$ cat src/rtl/dmem_lsu_if.sv
// rtl/dmem_lsu_if.sv - request/response handshake and data-memory interface bundle for dmem_lsu
interface dmem_lsu_if #(
    parameter int ADDR_W = 8,
    parameter int DATA_W = 8
);
    logic              req_valid;
    logic              req_ready;
    logic              req_write;
    logic              req_addr_sel;
    logic [ADDR_W-1:0] req_addr_imm;
    logic [ADDR_W-1:0] req_addr_reg;
    logic [DATA_W-1:0] req_wdata;

    logic              rsp_valid;
    logic              rsp_ready;
    logic              rsp_write;
    logic [DATA_W-1:0] rsp_rdata;

    logic              dmem_write;
    logic              dmem_addr_sel;
    logic [ADDR_W-1:0] dmem_addr_imm;
    logic [ADDR_W-1:0] dmem_addr_reg;
    logic [DATA_W-1:0] mcu_dmem_data;
    logic [DATA_W-1:0] dmem_mcu_data;

    logic              busy;

    modport slave (
        input  req_valid, req_write, req_addr_sel, req_addr_imm, req_addr_reg, req_wdata,
        input  rsp_ready, dmem_mcu_data,
        output req_ready, rsp_valid, rsp_write, rsp_rdata,
        output dmem_write, dmem_addr_sel, dmem_addr_imm, dmem_addr_reg, mcu_dmem_data, busy
    );

    modport master (
        output req_valid, req_write, req_addr_sel, req_addr_imm, req_addr_reg, req_wdata,
        output rsp_ready, dmem_mcu_data,
        input  req_ready, rsp_valid, rsp_write, rsp_rdata,
        input  dmem_write, dmem_addr_sel, dmem_addr_imm, dmem_addr_reg, mcu_dmem_data, busy
    );
endinterface

$ cat src/rtl/dmem_lsu.sv
// rtl/dmem_lsu.sv - load/store sequencer between control unit and data-memory interface block
module dmem_lsu #(
    parameter int ADDR_W      = 8,
    parameter int DATA_W      = 8,
    parameter int WAIT_CYCLES = 1
) (
    input  logic      clk,
    input  logic      rst,
    dmem_lsu_if.slave bus
);
    localparam int         ACC_LEN  = WAIT_CYCLES + 2;
    localparam logic [3:0] CNT_LAST = 4'(ACC_LEN - 1);

    typedef enum logic [1:0] {
        IDLE   = 2'd0,
        ACCESS = 2'd1,
        RESP   = 2'd2
    } state_t;

    state_t            state;
    state_t            state_next;
    logic [3:0]        cnt;
    logic              acc_last;

    logic              lat_write;
    logic              lat_addr_sel;
    logic [ADDR_W-1:0] lat_addr_imm;
    logic [ADDR_W-1:0] lat_addr_reg;
    logic [DATA_W-1:0] lat_wdata;

    logic              write_strobe;
    logic              rsp_valid_q;
    logic              rsp_write_q;
    logic [DATA_W-1:0] rsp_rdata_q;

    assign acc_last = (cnt == CNT_LAST);

    always_ff @(posedge clk) begin
        if (rst) begin
            state <= IDLE;
        end else begin
            state <= state_next;
        end
    end

    always_comb begin
        state_next = state;
        case (state)
            IDLE:    if (bus.req_valid) state_next = ACCESS;
            ACCESS:  if (acc_last)      state_next = RESP;
            RESP:    if (bus.rsp_ready) state_next = IDLE;
            default: state_next = IDLE;
        endcase
    end

    always_comb begin
        bus.req_ready = (state == IDLE);
        bus.busy      = (state != IDLE);
    end

    // The write strobe is armed only at acceptance and dropped at the window's last edge,
    // so it can never be high outside ACCESS; reset clears it at the same edge.
    always_ff @(posedge clk) begin
        if (rst) begin
            cnt          <= 4'd0;
            lat_write    <= 1'b0;
            lat_addr_sel <= 1'b0;
            lat_addr_imm <= '0;
            lat_addr_reg <= '0;
            lat_wdata    <= '0;
            write_strobe <= 1'b0;
            rsp_valid_q  <= 1'b0;
            rsp_write_q  <= 1'b0;
            rsp_rdata_q  <= '0;
        end else begin
            case (state)
                IDLE: begin
                    if (bus.req_valid) begin
                        lat_write    <= bus.req_write;
                        lat_addr_sel <= bus.req_addr_sel;
                        lat_addr_imm <= bus.req_addr_imm;
                        lat_addr_reg <= bus.req_addr_reg;
                        lat_wdata    <= bus.req_wdata;
                        write_strobe <= bus.req_write;
                        cnt          <= 4'd0;
                    end
                end
                ACCESS: begin
                    cnt <= cnt + 4'd1;
                    if (acc_last) begin
                        rsp_rdata_q  <= lat_write ? '0 : bus.dmem_mcu_data;
                        rsp_write_q  <= lat_write;
                        rsp_valid_q  <= 1'b1;
                        write_strobe <= 1'b0;
                    end
                end
                RESP: begin
                    if (bus.rsp_ready) begin
                        rsp_valid_q <= 1'b0;
                    end
                end
                default: begin
                    write_strobe <= 1'b0;
                    rsp_valid_q  <= 1'b0;
                end
            endcase
        end
    end

    assign bus.dmem_write    = write_strobe;
    assign bus.dmem_addr_sel = lat_addr_sel;
    assign bus.dmem_addr_imm = lat_addr_imm;
    assign bus.dmem_addr_reg = lat_addr_reg;
    assign bus.mcu_dmem_data = lat_wdata;
    assign bus.rsp_valid     = rsp_valid_q;
    assign bus.rsp_write     = rsp_write_q;
    assign bus.rsp_rdata     = rsp_rdata_q;
endmodule

$ cat src/flat_wrapper.sv
// flat-port wrapper written by rule: the top's interface ports become plain ports
module dmem_lsu_flat 
#(
    parameter int ADDR_W      = 8,
    parameter int DATA_W      = 8,
    parameter int WAIT_CYCLES = 1
)
  (clk, rst, bus_req_valid, bus_req_write, bus_req_addr_sel, bus_req_addr_imm, bus_req_addr_reg, bus_req_wdata, bus_rsp_ready, bus_dmem_mcu_data, bus_req_ready, bus_rsp_valid, bus_rsp_write, bus_rsp_rdata, bus_dmem_write, bus_dmem_addr_sel, bus_dmem_addr_imm, bus_dmem_addr_reg, bus_mcu_dmem_data, bus_busy);
  dmem_lsu_if #(.ADDR_W(ADDR_W), .DATA_W(DATA_W)) bus_i ();
  input  logic clk;
  input  logic rst;
  input wire logic [$bits(bus_i.req_valid)-1:0] bus_req_valid;
  input wire logic [$bits(bus_i.req_write)-1:0] bus_req_write;
  input wire logic [$bits(bus_i.req_addr_sel)-1:0] bus_req_addr_sel;
  input wire logic [$bits(bus_i.req_addr_imm)-1:0] bus_req_addr_imm;
  input wire logic [$bits(bus_i.req_addr_reg)-1:0] bus_req_addr_reg;
  input wire logic [$bits(bus_i.req_wdata)-1:0] bus_req_wdata;
  input wire logic [$bits(bus_i.rsp_ready)-1:0] bus_rsp_ready;
  input wire logic [$bits(bus_i.dmem_mcu_data)-1:0] bus_dmem_mcu_data;
  output wire logic [$bits(bus_i.req_ready)-1:0] bus_req_ready;
  output wire logic [$bits(bus_i.rsp_valid)-1:0] bus_rsp_valid;
  output wire logic [$bits(bus_i.rsp_write)-1:0] bus_rsp_write;
  output wire logic [$bits(bus_i.rsp_rdata)-1:0] bus_rsp_rdata;
  output wire logic [$bits(bus_i.dmem_write)-1:0] bus_dmem_write;
  output wire logic [$bits(bus_i.dmem_addr_sel)-1:0] bus_dmem_addr_sel;
  output wire logic [$bits(bus_i.dmem_addr_imm)-1:0] bus_dmem_addr_imm;
  output wire logic [$bits(bus_i.dmem_addr_reg)-1:0] bus_dmem_addr_reg;
  output wire logic [$bits(bus_i.mcu_dmem_data)-1:0] bus_mcu_dmem_data;
  output wire logic [$bits(bus_i.busy)-1:0] bus_busy;
  assign bus_i.req_valid = bus_req_valid;
  assign bus_i.req_write = bus_req_write;
  assign bus_i.req_addr_sel = bus_req_addr_sel;
  assign bus_i.req_addr_imm = bus_req_addr_imm;
  assign bus_i.req_addr_reg = bus_req_addr_reg;
  assign bus_i.req_wdata = bus_req_wdata;
  assign bus_i.rsp_ready = bus_rsp_ready;
  assign bus_i.dmem_mcu_data = bus_dmem_mcu_data;
  assign bus_req_ready = bus_i.req_ready;
  assign bus_rsp_valid = bus_i.rsp_valid;
  assign bus_rsp_write = bus_i.rsp_write;
  assign bus_rsp_rdata = bus_i.rsp_rdata;
  assign bus_dmem_write = bus_i.dmem_write;
  assign bus_dmem_addr_sel = bus_i.dmem_addr_sel;
  assign bus_dmem_addr_imm = bus_i.dmem_addr_imm;
  assign bus_dmem_addr_reg = bus_i.dmem_addr_reg;
  assign bus_mcu_dmem_data = bus_i.mcu_dmem_data;
  assign bus_busy = bus_i.busy;
  dmem_lsu #(.ADDR_W(ADDR_W), .DATA_W(DATA_W), .WAIT_CYCLES(WAIT_CYCLES)) u_core (.clk(clk), .rst(rst), .bus(bus_i));
endmodule
$ cat config.mk
export PLATFORM = sky130hd
export DESIGN_NAME = dmem_lsu_flat
export DESIGN_NICKNAME = d
export VERILOG_FILES = /design/src/rtl/dmem_lsu_if.sv /design/src/rtl/dmem_lsu.sv /design/src/flat_wrapper.sv
export SDC_FILE = /design/constraint.sdc
export NUM_CORES = 1
export LEC_CHECK = 0
export CAP_MARGIN = 20
export CORE_ASPECT_RATIO = 0.7
export CORE_MARGIN = 3
export CORE_UTILIZATION = 41
export DETAILED_ROUTE_END_ITERATION = 12
export GPL_TIMING_DRIVEN = 0
export PLACE_DENSITY = 0.88
export SETUP_SLACK_MARGIN = 0.15
export SYNTH_ARGS = -nofsm -noshare
export SYNTH_HDL_FRONTEND = slang
export SYNTH_SLANG_ARGS = --single-unit
export TNS_END_PERCENT = 50
$ cat constraint.sdc
create_clock -name clk -period 2.2 [get_ports clk]
set_input_delay 0.44 -clock clk [delete_from_list [all_inputs] [get_ports clk]]
set_output_delay 0.44 -clock clk [all_outputs]
set_load 0.01 [all_outputs]
### After elaboration in Yosys (flattened, before gate mapping)

Cells that the tools add are included.

* add/sub/neg operators: 1
* equality and inequality tests: 6
* multiplexer cells: 13
* bitwise operators: 2
* reduce and logical (&&, ||, !) cells: 9

Operators by type and width (count)
* AND reduction 3 bit: 3
* two-way mux 8 bit: 1
* case mux 4 bit (2 select lines): 1
* two-way mux 2 bit: 3
* case mux 1 bit (3 select lines): 2
* case mux 2 bit (3 select lines): 1
* AND reduction 2 bit: 3
* adder 4 x 1 -> 4 bit, second input constant: 1
* equality test 4 x 2 -> 1 bit, second input constant: 1
* two-way mux 1 bit: 4
* two-way mux 4 bit: 1
* != test 2 bit, second input constant: 2
* nonzero test 2 bit: 2
* equality test 2 x 1 -> 1 bit, second input constant: 1
* equality test 2 bit, second input constant: 1
* zero test 2 bit: 1
* != test 2 x 1 -> 1 bit, second input constant: 1
* inverter 1 bit: 2

* register bits: 43
* bits of input ports: 38
* output and inout port bits: 38
* word-level logic and storage cells: 42

### Depth between registers and ports, before layout

* word-level depth: 3
* mapped depth: 6
* depth with buffers taken out: 5

### Worst setup path after synthesis

OpenSTA, ideal clock, no wires.

* path type: flip-flop to flip-flop
* from: reg u_core.cnt[0]
* to: reg u_core.rsp_rdata_q[3], in the netlist u_core.bus.rsp_rdata[3]
* library setup time: 0.070 ns
* data arrival time: 1.526 ns
* data required time: 2.130 ns
* slack: 0.604 ns
* cell stages (with the launch flop): 6
* buffers on the path: 0
* period minus slack after synthesis: 1.596 ns
* path through: dfxtp_1 -> inv_1 -> ha_1 -> nand4bb_4 -> or4b_2 -> a21oi_1

* cells in the longest elaborated chain, start to end: 2

Ends and longest elaborated chain
* start, declared: line dmem_lsu.sv:22 `logic [3:0] cnt;`
* start signal, assigned: line dmem_lsu.sv:89 `cnt <= cnt + 4'd1;`
* equality test 4 x 2 -> 1 bit: line dmem_lsu.sv:36 `assign acc_last = (cnt == CNT_LAST);`
* AND reduction 2 bit (no line)
* end signal, assigned: line dmem_lsu.sv:91 `rsp_rdata_q <= lat_write ? '0 : bus.dmem_mcu_data;`
* end, declared: line dmem_lsu.sv:34 `logic [DATA_W-1:0] rsp_rdata_q;`

Every way passes these cells.
A chain may end at the register's enable or synchronous reset.

### Worst setup path in the final report

* from: reg u_core.state[1]
* to: out bus_req_ready

* cells in the longest elaborated chain, start to end: 1

Ends and longest elaborated chain
* start, declared: line dmem_lsu.sv:20 `state_t state;`
* start signal, assigned: line dmem_lsu.sv:42 `state <= state_next;`
* zero test 2 bit: line dmem_lsu.sv:57 `bus.req_ready = (state == IDLE);`
* end, declared: line flat_wrapper.sv:20 `output wire logic [$bits(bus_i.req_ready)-1:0] bus_req_ready;`

Every way passes these cells.

==> run metrics <==
critical path class reg -> out; Yosys cell types 28; TritonCTS clock tree done; Initial Util a little under half; n_diodes 0; chip width 83.3 um; Die Span Y 60.1 um; clock sinks 43; Hold Vio Cnt, Final 0; via/cell ratio 4.90; RSZ-0062 raised after global routing no; hold slack final 433 ps; multiplexer share of the synthesized area 16.3%; Final Setup Violations 0; LEAKAGE between 1 and 1.5 nW; crit-path max FO 10; Clk Latency, worst-skew pair 290 ps; Die Area 5010 sq um; fin crit period 1820 ps; fraction of registers with async set/reset 0%; WL/cell 14.0 um; Top FF cell, synth dfxtp_1; status completed; R2R setup slack 440 ps; Worst Hold Class in -> reg; ANT nets after route 0; Clock Tree Buf Depth 2; # DRC 0; cts bufs inserted 5; most frequent cells in the layout 72 x clkdlybuf4s50_1, 42 x dfxtp_1, 31 x nor2_1; dominant cell type by area after synthesis dfxtp_1; critical path required time 1760 ps; syn_nets ~210; synth top area cells dfxtp_1 50%, mux2i_1 16%, nor2_1 6.8%; crit start category flip-flop; pin count of the biggest net entering global routing 14; share of the synthesized area in the top cell type 50.2%; #FFs+latches synth 43; CP arrival 1380 ps; Worst-path clk slew 90 ps; PwrDens approximately 620 nW/um^2; Post-Syn Area 1720 sq um; first-pass GRT wire length about 7000 um; Std-Cell Rows 18; post-DP HPWL between 3000 and 4000 um; Ports 76; Compound-Gate Fraction of Synth Area 9.04%; reg2reg start u_core.cnt[1]; layout cells sized above 1 between 8 and 9%; Total Wirelength 4240 um; Ys Warns 0; worst r2r path cells 5; RePlAce Congestion 0.814; reg-to-reg critical path endpoint u_core.bus.rsp_rdata[6]; hold path depth 2; Max Clock Skew 8.18 ps; EDFF count, synth 0; All-Layer GR Usage 17.4%; final-stage net count approximately 290; maxcap violations 0; CP endpoint kind primary output; Overflow after GRT 0; fraction of the mapped netlist area in simple logic gates 18.3%; Post-Synth Adder-Cell Area under 10%; initial antenna violation count 0; sequential area share after synthesis about 50%; largest family of logic cells by synthesized area simple AND/OR/NAND/NOR gates; hold_buf cts 0; Synth Area in XOR/XNOR 0%; Layout Area Growth over Synthesis 52.8%; Post-Syn Area per Cell 9.97 sq um; Max VDD drop 458 uV; Slew Viols, Final 0; slew at the pin closest to its max-slew limit slightly below 500 ps; count of port buffers added during placement 74; setup TNS 0 ps; Core Region 3760 sq um; worst hold path endpoint u_core.cnt[2]; Synth Instances 172; vias in the first global route 1,457; Via Count 1,491; Hold Startpoint rst; Fmax achieved 0.548 GHz; Clock H-tree levels 2; Tcrit/Tclk final 82.9%; Iteration-0 DRC Markers 71; setup bufs post-CTS 0; Slew HR 67.9%; most common cell after layout, fill and taps aside clkdlybuf4s50_1; CTS Root Cell clkbuf_8; drt pass-1 iters 4
==> worst max-delay path by stage <==
stage                               start                       to  slack (ps)  depth (start not counted)
final                     u_core.state[1]            bus_req_ready         380                          4
after detailed placement  u_core.state[1]                 bus_busy         110                          5
after floorplan             u_core.cnt[0]  u_core.bus.rsp_rdata[3]         600                          5
after global placement    u_core.state[1]                 bus_busy         120                          5
after CTS                 u_core.state[1]                 bus_busy         100                          5
after global routing      u_core.state[1]            bus_req_ready         300                          4
==> power breakdown <==
group	leakage [nW]	total [mW]	internal, mW	switching, mW
sequential	0.352	0.838	0.815	0.0229
clock	0.0412	0.486	0.222	0.264
combinational	0.618	0.289	0.173	0.116
total	1.01	1.61	1.21	0.403
==> worst max-delay path, cell delays in order (launching register included) <==
cell and delay (ps):
dfxtp_4 370, clkbuf_8 160, buf_4 170, nor2_1 120
dlygate4sd2_1 290
==> stage by stage <==
| step | utilization, % | worst slack, ps | cell area (sq um) | std cells | power, mW |
|---|---|---|---|---|---|
| after floorplan | - | 604 | 1720 | 172 | 0.986 |
| after global placement | 67.0 | 116 | 2520 | 296 | 1.14 |
| after detailed placement | 67.0 | 110 | 2520 | 296 | 1.15 |
| after CTS | 69.6 | 102 | 2620 | 304 | 1.63 |
| after global routing | 69.7 | 304 | 2620 | 304 | 1.68 |
| final | 69.7 | 376 | 2620 | 304 | 1.61 |
==> logic make-up after synthesis <==
group,count (synthesis)
compound gates,28
buf+inv,15
flops,43
fa+ha+maj,2
mux,28
simple gates,56
==> cells in the mapped netlist (4+ instances only) <==
cell type  instances
nor2_1            31
or4b_1             5
o21ai_0           10
a21oi_1           12
nand2_1            4
dfxtp_1           43
mux2i_1           28
clkbuf_1           4
==> layout make-up <==
type | instances | area [sq um]
multi-input cells | 114 | 774
flip-flops and latches | 43 | 865
repair buffers | 74 | 742
clock buffers | 6 | 72.6
clock inverters | 2 | 12.5
inverters | 3 | 11.3
well taps | 50 | 62.6
fillers | 296 | 1140
plain buffers | 12 | 81.3
==> metal layers <==
layer | wire length (um) | GRT usage, % | share of wire (%)
met2 | 1850 | 28.0 | 44
met5 | 0 | 0 | 0
met1 | 2180 | 23.7 | 51
met4 | 0 | 4.20 | 0
met3 | 209 | 4.68 | 4.9
==> what timing repair did <==
action	4_1_cts	5_1_grt
endpoints found under the setup margin	2	1
endpoints found under the hold margin	0	0
resized for setup	6	2
Power figures use the tool's default switching activity.
